--- src/rtl/cmd_entry_ctrl_if.sv ---
// rtl/cmd_entry_ctrl_if.sv - keypad strobes and executor valid/ready bundle for cmd_entry_ctrl
interface cmd_entry_ctrl_if;
   logic        key_valid;
   logic [3:0]  key_data;
   logic        key_left;
   logic        key_right;
   logic        key_clear;
   logic        key_enter;
   logic        cmd_ready;
   logic [11:0] cmd_buf;
   logic        cmd_valid;

   modport master (
      output key_valid, key_data, key_left, key_right, key_clear, key_enter, cmd_ready,
      input  cmd_buf, cmd_valid
   );

   modport slave (
      input  key_valid, key_data, key_left, key_right, key_clear, key_enter, cmd_ready,
      output cmd_buf, cmd_valid
   );
endinterface

--- src/rtl/cmd_entry_ctrl.sv ---
// rtl/cmd_entry_ctrl.sv - hex keypad command-word editor with executor handshake and cursor blink
// Optional CMD_ENTRY_AUTO_CLEAR_EN: zero the command buffer after each accepted transfer.
module cmd_entry_ctrl #(
   parameter int BLINK_W     = 23,
   parameter int ACK_TIMEOUT = 1000
) (
   input  logic              clk_i,
   input  logic              rst_i,
   cmd_entry_ctrl_if.slave   bus,
   output logic [1:0]        cursor_o,
   output logic [3:0]        blank_mask_o,
   output logic              busy_o,
   output logic              err_o
);
   localparam logic [1:0] ST_EDIT = 2'd0;
   localparam logic [1:0] ST_SEND = 2'd1;
   localparam logic [1:0] ST_ERR  = 2'd2;

   localparam int TO_W = (ACK_TIMEOUT > 0) ? $clog2(ACK_TIMEOUT + 1) : 1;
   localparam logic [TO_W-1:0] TO_LAST = TO_W'((ACK_TIMEOUT > 0) ? ACK_TIMEOUT - 1 : 0);

   logic [1:0]         state_q, state_d;
   logic [11:0]        buf_q, buf_d;
   logic               valid_q, valid_d;
   logic [1:0]         cursor_q, cursor_d;
   logic [3:0]         blank_q, blank_d;
   logic               busy_q, err_q;
   logic [BLINK_W-1:0] blink_q, blink_d;
   logic [TO_W-1:0]    to_q, to_d;
   logic               xfer;
   logic               blink_on;

   assign xfer     = valid_q & bus.cmd_ready;
   assign blink_d  = blink_q + BLINK_W'(1);
   assign blink_on = blink_d[BLINK_W-1];

   always_comb begin
      state_d  = state_q;
      buf_d    = buf_q;
      valid_d  = valid_q;
      cursor_d = cursor_q;
      to_d     = to_q;
      case (state_q)
         ST_EDIT: begin
            if (bus.key_clear) begin
               buf_d    = '0;
               cursor_d = 2'd0;
            end else if (bus.key_enter) begin
               state_d = ST_SEND;
               valid_d = 1'b1;
               to_d    = '0;
            end else if (bus.key_valid) begin
               // Narrow fields keep only the low bits of the typed digit
               case (cursor_q)
                  2'd0:    buf_d[11]   = bus.key_data[0];
                  2'd1:    buf_d[10:7] = bus.key_data;
                  2'd2:    buf_d[6:4]  = bus.key_data[2:0];
                  default: buf_d[3:0]  = bus.key_data;
               endcase
               cursor_d = cursor_q + 2'd1;
            end else if (bus.key_right) begin
               cursor_d = cursor_q + 2'd1;
            end else if (bus.key_left) begin
               cursor_d = cursor_q - 2'd1;
            end
         end
         ST_SEND: begin
            if (xfer) begin
               state_d  = ST_EDIT;
               valid_d  = 1'b0;
               cursor_d = 2'd0;
`ifdef CMD_ENTRY_AUTO_CLEAR_EN
               buf_d    = '0;
`endif
            end else begin
               to_d = to_q + TO_W'(1);
               if (ACK_TIMEOUT != 0 && to_q == TO_LAST) begin
                  state_d = ST_ERR;
                  valid_d = 1'b0;
               end
            end
         end
         ST_ERR: begin
            if (bus.key_clear) begin
               state_d  = ST_EDIT;
               buf_d    = '0;
               cursor_d = 2'd0;
            end
         end
         default: state_d = ST_EDIT;
      endcase
   end

   // Mask is derived from next-cycle values so it lines up with the registered cursor and counter
   always_comb begin
      blank_d = 4'b0000;
      case (state_d)
         ST_EDIT: blank_d = blink_on ? (4'b0001 << cursor_d) : 4'b0000;
         ST_ERR:  blank_d = {4{blink_on}};
         default: blank_d = 4'b0000;
      endcase
   end

   always_ff @(posedge clk_i) begin
      if (rst_i) begin
         state_q  <= ST_EDIT;
         buf_q    <= '0;
         valid_q  <= 1'b0;
         cursor_q <= 2'd0;
         blank_q  <= 4'b0000;
         busy_q   <= 1'b0;
         err_q    <= 1'b0;
         blink_q  <= '0;
         to_q     <= '0;
      end else begin
         state_q  <= state_d;
         buf_q    <= buf_d;
         valid_q  <= valid_d;
         cursor_q <= cursor_d;
         blank_q  <= blank_d;
         busy_q   <= (state_d != ST_EDIT);
         err_q    <= (state_d == ST_ERR);
         blink_q  <= blink_d;
         to_q     <= to_d;
      end
   end

   assign bus.cmd_buf   = buf_q;
   assign bus.cmd_valid = valid_q;
   assign cursor_o      = cursor_q;
   assign blank_mask_o  = blank_q;
   assign busy_o        = busy_q;
   assign err_o         = err_q;
endmodule

--- src/flat_wrapper.sv ---
// flat-port wrapper written by rule: the top's interface ports become plain ports
module cmd_entry_ctrl_flat 
#(
   parameter int BLINK_W     = 23,
   parameter int ACK_TIMEOUT = 1000
)
  (clk_i, rst_i, cursor_o, blank_mask_o, busy_o, err_o, bus_key_valid, bus_key_data, bus_key_left, bus_key_right, bus_key_clear, bus_key_enter, bus_cmd_ready, bus_cmd_buf, bus_cmd_valid);
  cmd_entry_ctrl_if bus_i ();
  input  logic clk_i;
  input  logic rst_i;
  output logic [1:0] cursor_o;
  output logic [3:0] blank_mask_o;
  output logic busy_o;
  output logic err_o;
  input wire logic [$bits(bus_i.key_valid)-1:0] bus_key_valid;
  input wire logic [$bits(bus_i.key_data)-1:0] bus_key_data;
  input wire logic [$bits(bus_i.key_left)-1:0] bus_key_left;
  input wire logic [$bits(bus_i.key_right)-1:0] bus_key_right;
  input wire logic [$bits(bus_i.key_clear)-1:0] bus_key_clear;
  input wire logic [$bits(bus_i.key_enter)-1:0] bus_key_enter;
  input wire logic [$bits(bus_i.cmd_ready)-1:0] bus_cmd_ready;
  output wire logic [$bits(bus_i.cmd_buf)-1:0] bus_cmd_buf;
  output wire logic [$bits(bus_i.cmd_valid)-1:0] bus_cmd_valid;
  assign bus_i.key_valid = bus_key_valid;
  assign bus_i.key_data = bus_key_data;
  assign bus_i.key_left = bus_key_left;
  assign bus_i.key_right = bus_key_right;
  assign bus_i.key_clear = bus_key_clear;
  assign bus_i.key_enter = bus_key_enter;
  assign bus_i.cmd_ready = bus_cmd_ready;
  assign bus_cmd_buf = bus_i.cmd_buf;
  assign bus_cmd_valid = bus_i.cmd_valid;
  cmd_entry_ctrl #(.BLINK_W(BLINK_W), .ACK_TIMEOUT(ACK_TIMEOUT)) u_core (.clk_i(clk_i), .rst_i(rst_i), .bus(bus_i), .cursor_o(cursor_o), .blank_mask_o(blank_mask_o), .busy_o(busy_o), .err_o(err_o));
endmodule
--- config.mk ---
export PLATFORM = sky130hd
export DESIGN_NAME = cmd_entry_ctrl_flat
export DESIGN_NICKNAME = d
export VERILOG_FILES = /design/src/rtl/cmd_entry_ctrl_if.sv /design/src/rtl/cmd_entry_ctrl.sv /design/src/flat_wrapper.sv
export SDC_FILE = /design/constraint.sdc
export NUM_CORES = 1
export LEC_CHECK = 0
export CORE_UTILIZATION = 49
export CTS_CLUSTER_SIZE = 16
export DETAILED_ROUTE_END_ITERATION = 16
export PLACE_DENSITY = 0.75
export SYNTH_ARGS = -nofsm -noshare
export SYNTH_HDL_FRONTEND = slang
export SYNTH_SLANG_ARGS = --single-unit
--- constraint.sdc ---
create_clock -name clk_i -period 1.6 [get_ports clk_i]
set_input_delay 0.16 -clock clk_i [delete_from_list [all_inputs] [get_ports clk_i]]
set_output_delay 0.16 -clock clk_i [all_outputs]
set_load 0.005 [all_outputs]
==> impl_metrics.env <==
export IMPL_cts_buffer_depth=2
export IMPL_finalNetCount=377
export IMPL_clockPowerShare_pct=31.5
export IMPL_gr_total_overflow=0
export IMPL_first_global_vias=1949
export IMPL_crit_required_ns=1.82
export IMPL_tritoncts="built"
export IMPL_net_switching_power_uw=640
export IMPL_pin_count_of_the_biggest_net_entering_global_routing=45
export IMPL_vias_per_cell=5.11
export IMPL_insertion_delay_ns=0.31
export IMPL_maxCapViolations=0
export IMPL_violations="setup timing"
export IMPL_yosysSeqAreaShare_pct=45.3
export IMPL_sequential_cell_fraction_of_total_power_pct=56.3
export IMPL_initial_antenna_violation_count=0
export IMPL_initial_utilization_pct=51.7
export IMPL_swShare_pct=25.1
export IMPL_i_o_buffers=32
export IMPL_min_path_type="reg2reg"
export IMPL_most_area_consuming_cells_after_synthesis="sky130_fd_sc_hd__dfxtp_1 (45%), sky130_fd_sc_hd__nor2_1 (7.6%), sky130_fd_sc_hd__xor2_1 (5.7%)"
export IMPL_report_final_setup_viol=7
export IMPL_path_cells="or3b_4 -> a2111oi_4 -> nand3_1 -> xor2_1 -> nor2_1"
export IMPL_detail_route_drc_violations=0
export IMPL_timing_final_hold_violations=0
export IMPL_hpwl_mm=3.83
export IMPL_routed_wl_mm=5.61
export IMPL_postSynthAreaPerCell_sq_um=8.93
export IMPL_post_synth_num_cell_types=41
export IMPL_die_y_um=73.1
export IMPL_p_leak_uw=0.00142
export IMPL_drt_antenna_violating_nets=0
export IMPL_worstMarginPinSlew_ns=0.449
export IMPL_tritoncts_num_sinks=56
export IMPL_antenna_cells_inserted=0
export IMPL_critPathSlowestCell="sky130_fd_sc_hd__a2111oi_4"
export IMPL_synth_edff_count=0
export IMPL_ratio_of_total_power_to_cell_area_mw_per_mm2=719
export IMPL_post_layout_total_power_uw=2550
export IMPL_holdBufCountCts=0
export IMPL_power_internal_uw=1910
export IMPL_crit_path_max_fanout=4
export IMPL_synth_net_count=295
export IMPL_finalCriticalPeriod_ns=1.69
export IMPL_vdd_ir_drop_worst_uv=542
export IMPL_placement_rows=25
export IMPL_die_area_sq_mm=0.00534
export IMPL_critical_path_max_stage_delay_ns=0.44
export IMPL_finalWeightedCongestion=0.791
export IMPL_max_freq_mhz=591
export IMPL_die_x_um=73.1
export IMPL_synthCells=277
export IMPL_final_design_area_no_fill_sq_mm=0.00355
export IMPL_period_share_pct=106
export IMPL_htree_levels=2
export IMPL_cts_root_buffer_cell="sky130_fd_sc_hd__clkbuf_8"
export IMPL_core_area_sq_mm=0.00479
export IMPL_setup_worst_path_class="reg2reg"
export IMPL_cp_data_arrival_time_ns=1.91
export IMPL_ys_warn_count=0
export IMPL_final_cells=427
export IMPL_slew_headroom_pct=70.1
export IMPL_groute_usage_overall_pct=20.9
export IMPL_fillers=349
export IMPL_setup_worst_path_start_class="register"
export IMPL_floorplan_io_pins=33
export IMPL_dp_cells=412
export IMPL_synth_seq_cells=56
export IMPL_wl_per_cell_um=13.1
export IMPL_share_of_final_layout_standard_cells_stronger_than_drive_strength_1_pct=30.8
export IMPL_grt_first_pass_wirelength_mm=8.54
export IMPL_ys_async_sr_fraction_pct=0
export IMPL_via_total_after_detailed_routing=2180
export IMPL_post_synth_top_area_cell="sky130_fd_sc_hd__dfxtp_1"
export IMPL_postSynth_topFlopCell="sky130_fd_sc_hd__dfxtp_1"
export IMPL_cts_made_buffers=5
export IMPL_outcome="complete, but fails checks"
export IMPL_setup_ws_ns=-0.0916
export IMPL_drtPass1Iterations=4
export IMPL_final_max_slew_violation_count=0
export IMPL_finalClockSkew_ns=0.00918
export IMPL_dpl_instance_area_sq_mm=0.00319
export IMPL_post_synth_most_frequent_cells="sky130_fd_sc_hd__dfxtp_1 (56), sky130_fd_sc_hd__nor2_1 (50), sky130_fd_sc_hd__nand2_1 (16), sky130_fd_sc_hd__xor2_1 (16)"
export IMPL_critical_path_endpoint_type="register"
export IMPL_path_clk_slew_ns=0.11
export IMPL_drt_initial_drc_count=153
export IMPL_post_synth_top_count_cell="sky130_fd_sc_hd__dfxtp_1"
export IMPL_syn2layout_area_growth_pct=43.5
export IMPL_synthesis_area_sq_mm=0.00247
export IMPL_pwr_share_comb_pct=12.2
export IMPL_unrepaired_setup_endpoints_after_global_routing="true"
export IMPL_synthDominantCellAreaShare_pct=45.3
-- worst max-delay path, delay by kind of cell, from the launching register on --
kind / cells / cell delay, ns
AND/OR/NAND/NOR: 3 / 0.64
flip-flops: 1 / 0.37
AO/OA/AOI/OAI: 1 / 0.44
XOR/XNOR: 1 / 0.16
-- per-stage QoR --
| stage | util [%] | hold slack (ns) | TNS (ns) | setup WS [ns] |
|---|---|---|---|---|
| floorplan | - | 0.430 | 0 | 0.00167 |
| global placement | 66.7 | 0.460 | -5.22 | -0.366 |
| detailed placement | 66.7 | 0.474 | -5.77 | -0.397 |
| CTS | 69.4 | 0.490 | -0.407 | -0.0600 |
| global route | 74.2 | 0.516 | -1.63 | -0.179 |
| finish | 74.2 | 0.484 | -0.277 | -0.0916 |
-- layer usage --
metal	vias to the layer above	global-route usage (%)	share of wire [%]
li1	1111	-	-
met1	1032	26.1	44
met2	30	35.0	52
met3	7	4.28	2.3
met4	0	8.28	1.6
met5	-	0	0
-- sequential cells by signal, indices dropped and copies added, names as in the netlist --
register / count
u_core.state_q: 2
u_core.cursor_o: 2
u_core.busy_o: 1
u_core.blank_mask_o: 4
u_core.to_q: 10
u_core.blink_q: 23
u_core.err_o: 1
u_core.bus.cmd_valid: 1
u_core.bus.cmd_buf: 12
-- worst paths after layout --
path	cells past startpoint	slack, ns	endpoint	startpoint
worst min register to register	2	0.48	u_core.bus.cmd_buf[11]$_SDFFE_PP0P_	u_core.bus.cmd_buf[11]$_SDFFE_PP0P_
worst min-delay path	2	0.48	u_core.bus.cmd_buf[11]$_SDFFE_PP0P_	u_core.bus.cmd_buf[11]$_SDFFE_PP0P_
worst max-delay path	5	-0.09	u_core.to_q[8]$_SDFFE_PP0P_	u_core.state_q[0]$_SDFF_PP0_
worst max register to register	5	-0.09	u_core.to_q[8]$_SDFFE_PP0P_	u_core.state_q[0]$_SDFF_PP0_
-- placed cells by master, fill, tap and decap left out, types with 5 or more instances in the layout --
master	n
sky130_fd_sc_hd__xor2_1	16
sky130_fd_sc_hd__and3_1	7
sky130_fd_sc_hd__dfxtp_2	11
sky130_fd_sc_hd__dfxtp_1	44
sky130_fd_sc_hd__mux2i_1	11
sky130_fd_sc_hd__nand2_1	13
sky130_fd_sc_hd__nand3_1	9
sky130_fd_sc_hd__a21oi_1	10
sky130_fd_sc_hd__nor3_2	5
sky130_fd_sc_hd__clkbuf_8	5
sky130_fd_sc_hd__o21ai_0	5
sky130_fd_sc_hd__inv_1	6
sky130_fd_sc_hd__clkdlybuf4s50_1	31
sky130_fd_sc_hd__buf_4	50
sky130_fd_sc_hd__nand4_1	7
sky130_fd_sc_hd__xnor2_1	10
sky130_fd_sc_hd__nor2_1	49
sky130_fd_sc_hd__nor2b_1	6
-- cells by family (layout without fill, tap and decap cells) --
group | count (synthesis) | in the layout | share of synthesized area, %
xor+xnor | 26 | 26 | 9.20
buf+inv | 17 | 100 | 2.83
fa+ha+maj | 6 | 6 | 3.03
mux | 11 | 11 | 4.45
simple gates | 121 | 121 | 24.0
flops | 56 | 56 | 45.3
compound gates | 40 | 40 | 11.2
-- power by group through the flow --
stage	Clock [uW]	Sequential, uW	Combinational [uW]
CTS	834	1440	285
finish	805	1440	311
detailed placement	0	1470	282
global route	888	1440	337
floorplan	0	1470	131
global placement	0	1470	277
-- area by class of cell --
type / instances / area (sq um) / area share (%)
clock buffers: 5 / 68.8 / 1.94
clock inverters: 3 / 26.3 / 0.740
inverters: 8 / 30.0 / 0.846
multi-input cells: 204 / 1490 / 41.9
flip-flops and latches: 56 / 1140 / 32.1
well taps: 67 / 83.8 / 2.36
repair buffers: 84 / 717 / 20.2
-- timing repair --
action	CTS	global route
hold endpoints to repair	0	0
resized for setup	7	47
gates cloned	0	0
pin swaps	3	19
buffers inserted	1	6
setup endpoints to repair	14	27
Note: power is estimated with default switching activity, not from simulation.
==> patch 1, RTL diff (same settings) <==
`ACK_TIMEOUT` is set to 1000 in 2 places; all go to 500.
--- a/src/rtl/cmd_entry_ctrl.sv
+++ b/src/rtl/cmd_entry_ctrl.sv
@@ -2,7 +2,7 @@
 // Optional CMD_ENTRY_AUTO_CLEAR_EN: zero the command buffer after each accepted transfer.
 module cmd_entry_ctrl #(
    parameter int BLINK_W     = 23,
-   parameter int ACK_TIMEOUT = 1000
+   parameter int ACK_TIMEOUT = 500
 ) (
    input  logic              clk_i,
    input  logic              rst_i,
--- a/src/flat_wrapper.sv
+++ b/src/flat_wrapper.sv
@@ -2,7 +2,7 @@
 module cmd_entry_ctrl_flat 
 #(
    parameter int BLINK_W     = 23,
-   parameter int ACK_TIMEOUT = 1000
+   parameter int ACK_TIMEOUT = 500
 )
   (clk_i, rst_i, cursor_o, blank_mask_o, busy_o, err_o, bus_key_valid, bus_key_data, bus_key_left, bus_key_right, bus_key_clear, bus_key_enter, bus_cmd_ready, bus_cmd_buf, bus_cmd_valid);
   cmd_entry_ctrl_if bus_i ();
Formal check against the unedited RTL: same outputs for any inputs over 10 cycles, from zero or initial values and one cycle with rst_i high; that may be too few to reach the edited logic, so the function may still have changed.
==> patch 1 against the unedited design <==
The flow still finishes with violations (setup timing); routed wire length up 1.6%; clock skew down 0.0041 ns; final area down 3.0%; via count up 1.6%; count of clock-buffer cells in the layout up 1; power up 4.2%; worst hold slack worse by 0.012 ns; synthesized area down 0.35%; synthesized cell count down 1.8%; setup slack better by 0.029 ns; sequential cell count down 1; die area down 0.36%; critical endpoint is now u_core.blank_mask_o[3]; largest cell class unchanged.
==> patch 1: results (changes against the unedited design) <==
Leakage power: 0.00138 uW (-3.1%). The net count of the mapped netlist was 290 (-1.7%). The count of final setup violators is 3 (-4), and the number of inserted filler cells in the final layout is 380 (+8.9%). The flow ran to the end, but the final reports show violations. The run gives 83 (-46%) as the DRC violation total after the first TritonRoute iteration.

In the post-synthesis netlist, the biggest area contributors are sky130_fd_sc_hd__dfxtp_1, sky130_fd_sc_hd__nor2_1, sky130_fd_sc_hd__xnor2_1. The maximum resistive drop on vdd came out at 533 uV (-1.6%). Cell area after placement: 3220 um^2 (+0.78%). The routed wire length on met2 is 2890 um (-1.8%). The routed metal-1 wirelength came out at 2640 um (+7.7%). The number of cell instances on the worst register-to-register path is 7 (+2), and the global-route total usage across every layer is 22.3% (+1.5 points).

The wire length reported by the detailed router was 5700 um (+1.6%); the internal power contribution was 2050 uW (+7.2%). The final worst setup slack is -0.0629 ns (+0.0287 ns), and the first-pass GRT wire length is 9280 um (+8.7%). The largest net degree at the start of global routing was 25 (-44%). Routed wire length on met3: 125 um (-4.6%). In this run the most critical hold path is launched from u_core.blink_q[0]. The global-route track usage on met3 is 3.87% (-0.41 points). The net total in the final layout is 378 (+0.27%), and the highest cell delay on the worst timing path is 0.37 ns (-0.07 ns). The final reports fail on setup timing. The startpoint identified for the worst register-to-register timing path is u_core.cursor_o[0].
-- patch 1: logic make-up (layout without fill, tap and decap cells) --
| family | count (synthesis) | after routing | synth area share [%] |
|---|---|---|---|
| simple gates | 119 | 119 | 25.1 |
| xor+xnor | 23 | 23 | 8.17 |
| fa+ha+maj | 6 | 6 | 3.04 |
| flops | 55 | 55 | 44.6 |
| buf+inv | 17 | 105 | 3.35 |
| mux | 12 | 12 | 4.92 |
| compound gates | 40 | 40 | 10.8 |
-- patch 1: worst max-delay path by stage --
stage | end | slack [ns] | from
2_1_floorplan | u_core.blank_mask_o[3] | -0.03 | u_core.cursor_o[0]
3_3_place_gp | u_core.blank_mask_o[3] | -0.29 | bus_key_right
3_5_place_dp | u_core.blank_mask_o[3] | -0.35 | bus_key_right
4_1_cts | u_core.blank_mask_o[3] | -0.05 | u_core.cursor_o[0]
5_1_grt | u_core.blank_mask_o[1] | -0.10 | u_core.cursor_o[0]
6_report | u_core.blank_mask_o[3] | -0.06 | u_core.cursor_o[0]
-- patch 1: area by class of cell --
type	instances	share of cell area, %
inverters	10	1.09
flip-flops and latches	55	32.3
clock inverters	1	0.871
repair buffers	88	21.5
multi-input cells	200	39.7
clock buffers	6	2.11
well taps	67	2.43
-- patch 1: timing repair --
action / 4_1_cts / 5_1_grt
resized for setup: 11 / 12
pin swaps: 10 / 2
buffers inserted: 4 / 1
endpoints found under the setup margin: 10 / 16
-- patch 1: per-stage QoR --
step	setup slack (ns)	total power (uW)	hold slack [ns]	setup TNS [ns]
after global placement	-0.288	1760	0.446	-3.44
final	-0.0629	2660	0.471	-0.145
after floorplan	-0.0320	1600	0.324	-0.0320
after detailed placement	-0.352	1770	0.458	-4.20
after CTS	-0.0487	2670	0.479	-0.101
after global routing	-0.102	2770	0.504	-0.546
==> patch 2, RTL diff (config.mk and constraints unchanged) <==
Without the edit above. Register the output `err_o` once more, with the module's reset; this adds one clock of latency there. The other outputs are not delayed to match.
--- a/src/rtl/cmd_entry_ctrl.sv
+++ b/src/rtl/cmd_entry_ctrl.sv
@@ -130,6 +130,12 @@
    assign cursor_o      = cursor_q;
    assign blank_mask_o  = blank_q;
    assign busy_o        = busy_q;
-   assign err_o         = err_q;
+   always_ff @(posedge clk_i) begin
+      if (rst_i) begin
+         err_o <= '0;
+      end else begin
+         err_o <= err_q;
+      end
+   end
 endmodule
 
Formal check against the unedited RTL: same outputs for any inputs over 10 cycles, from zero or initial values and one cycle with rst_i high; that may be too few to reach the edited logic, so the function may still have changed.
==> patch 2 against the unedited design <==
Routed wire length is 0.98% lower; synthesized area grew 4.8%; sequential cell count is 1 higher; power rose by 24%; critical endpoint is now u_core.to_q[7]; non-clock buffer count is 11 lower; combinational power is 21% higher; setup slack gained 0.10 ns; synthesized cell count is 2.5% higher; final area is 1.6% higher; global-route usage rose by 0.40 points.
==> patch 2: results (changes against the unedited design) <==
Counting instances in the post-synthesis netlist gives the leading cell types as sky130_fd_sc_hd__dfxtp_1, sky130_fd_sc_hd__nor2_1, sky130_fd_sc_hd__xor2_1. The actual slew at the worst max-slew pin is 0.353 ns (-0.0965 ns), and the fraction of area in multi-input gates is 41.9% (about the same). The net count of the mapped netlist was 302 (+2.4%). The flow ran to the end, and the final reports show no timing, DRC or antenna violations. After synthesis, the cell types taking the most area are sky130_fd_sc_hd__dfxtp_1, sky130_fd_sc_hd__nor2_1, sky130_fd_sc_hd__xor2_1. The wire length reported by the detailed router was 5560 um (-0.98%); the count of unique library cells instantiated by Yosys was 46 (+12%).

The post-detailed-route via-to-cell ratio was 5.11 (about the same); the clock slew seen by the registers of the worst setup and hold paths was 0.07 ns (-0.04 ns). The worst setup slack before clock tree synthesis was -0.355 ns (+0.0417 ns); the highest net fanout along the worst path was 5 (+1). The count of placed standard cells including taps came out at 415 (+0.73%).

The flop and latch count out of synthesis is 57 (+1.8%). The count of multi-input gates was 210 (+2.9%); the fraction of area in registers was 31.8% (-0.30 points). Routed metal-1 wirelength: 2480 um (+1.1%).

Clock-cell share of area: 5.37% (+2.7 points). The net total in the final layout came out at 376 (-0.27%). The weighted congestion at the end of routability-driven global placement came out at 0.810 (+2.3%).

The routed wirelength normalized by instance count was 12.9 um (-2.1%); the largest net degree at the start of global routing was 28 (-38%). The count of inverters not on the clock network in the layout came out at 7 (-1). The maximum resistive drop on vdd is 777 uV (+43%). The tools report the leakage power as 0.00144 uW (+1.2%). The logs give 3970 um (+3.9%) for the half-perimeter wire length of the detailed placement result and 84 (-45%) for the DRC violation total after the first TritonRoute iteration.

The routed wire length on met2 was 2730 um (-7.1%). The routing usage on met1 came out at 24.8% (-1.3 points). The run gives 2026 (+4.0%) as the via count of the first global-routing pass. The highest cell delay on the worst timing path was 0.41 ns (-0.03 ns).

The number of buffers other than clock buffers in the final layout works out to 73 (-13%).
[patch 2: stage by stage]
| stage | total power, uW | area, um^2 | util [%] | TNS [ns] | hold WS [ns] |
|---|---|---|---|---|---|
| 2_1_floorplan | 1680 | 2620 | - | 0 | 0.370 |
| 4_1_cts | 3180 | 3510 | 68.6 | 0 | 0.480 |
| 3_5_place_dp | 1850 | 3290 | 64.5 | -5.26 | 0.459 |
| 5_1_grt | 3290 | 3610 | 70.7 | -0.309 | 0.491 |
| 6_report | 3160 | 3610 | 70.7 | 0 | 0.474 |
| 3_3_place_gp | 1840 | 3290 | 64.5 | -4.81 | 0.432 |
[patch 2: worst register-to-register path, delay by kind of cell (launching register included)]
family	cells	cell delay, ns
simple gates	3	0.57
xor+xnor	1	0.18
flops	1	0.35
compound gates	1	0.37
[patch 2: worst paths after layout]
check,startpoint,endpoint,slack [ns],depth (start not counted)
setup reg to reg,u_core.state_q[0],u_core.to_q[7],0.01,5
hold / removal,u_core.err_q,u_core.err_o,0.47,1
hold reg to reg,u_core.err_q,u_core.err_o,0.47,1
setup / recovery,u_core.state_q[0],u_core.to_q[7],0.01,5
[patch 2: kinds of logic (layout without fill, tap and decap cells)]
| family | count (synthesis) | after routing | synth area share [%] |
|---|---|---|---|
| multiplexers | 12 | 12 | 4.63 |
| flip-flops | 57 | 57 | 44.0 |
| adder cells (fa/ha/maj) | 6 | 6 | 2.90 |
| buffers and inverters | 17 | 95 | 2.56 |
| AO/OA/AOI/OAI | 34 | 34 | 10.0 |
| XOR/XNOR | 29 | 29 | 9.80 |
| AND/OR/NAND/NOR | 129 | 129 | 26.1 |
[patch 2: where the power goes]
| group | internal [uW] | switching [uW] |
|---|---|---|
| clock | 748 | 566 |
| sequential | 1450 | 19.4 |
| combinational | 201 | 174 |
| total | 2400 | 760 |
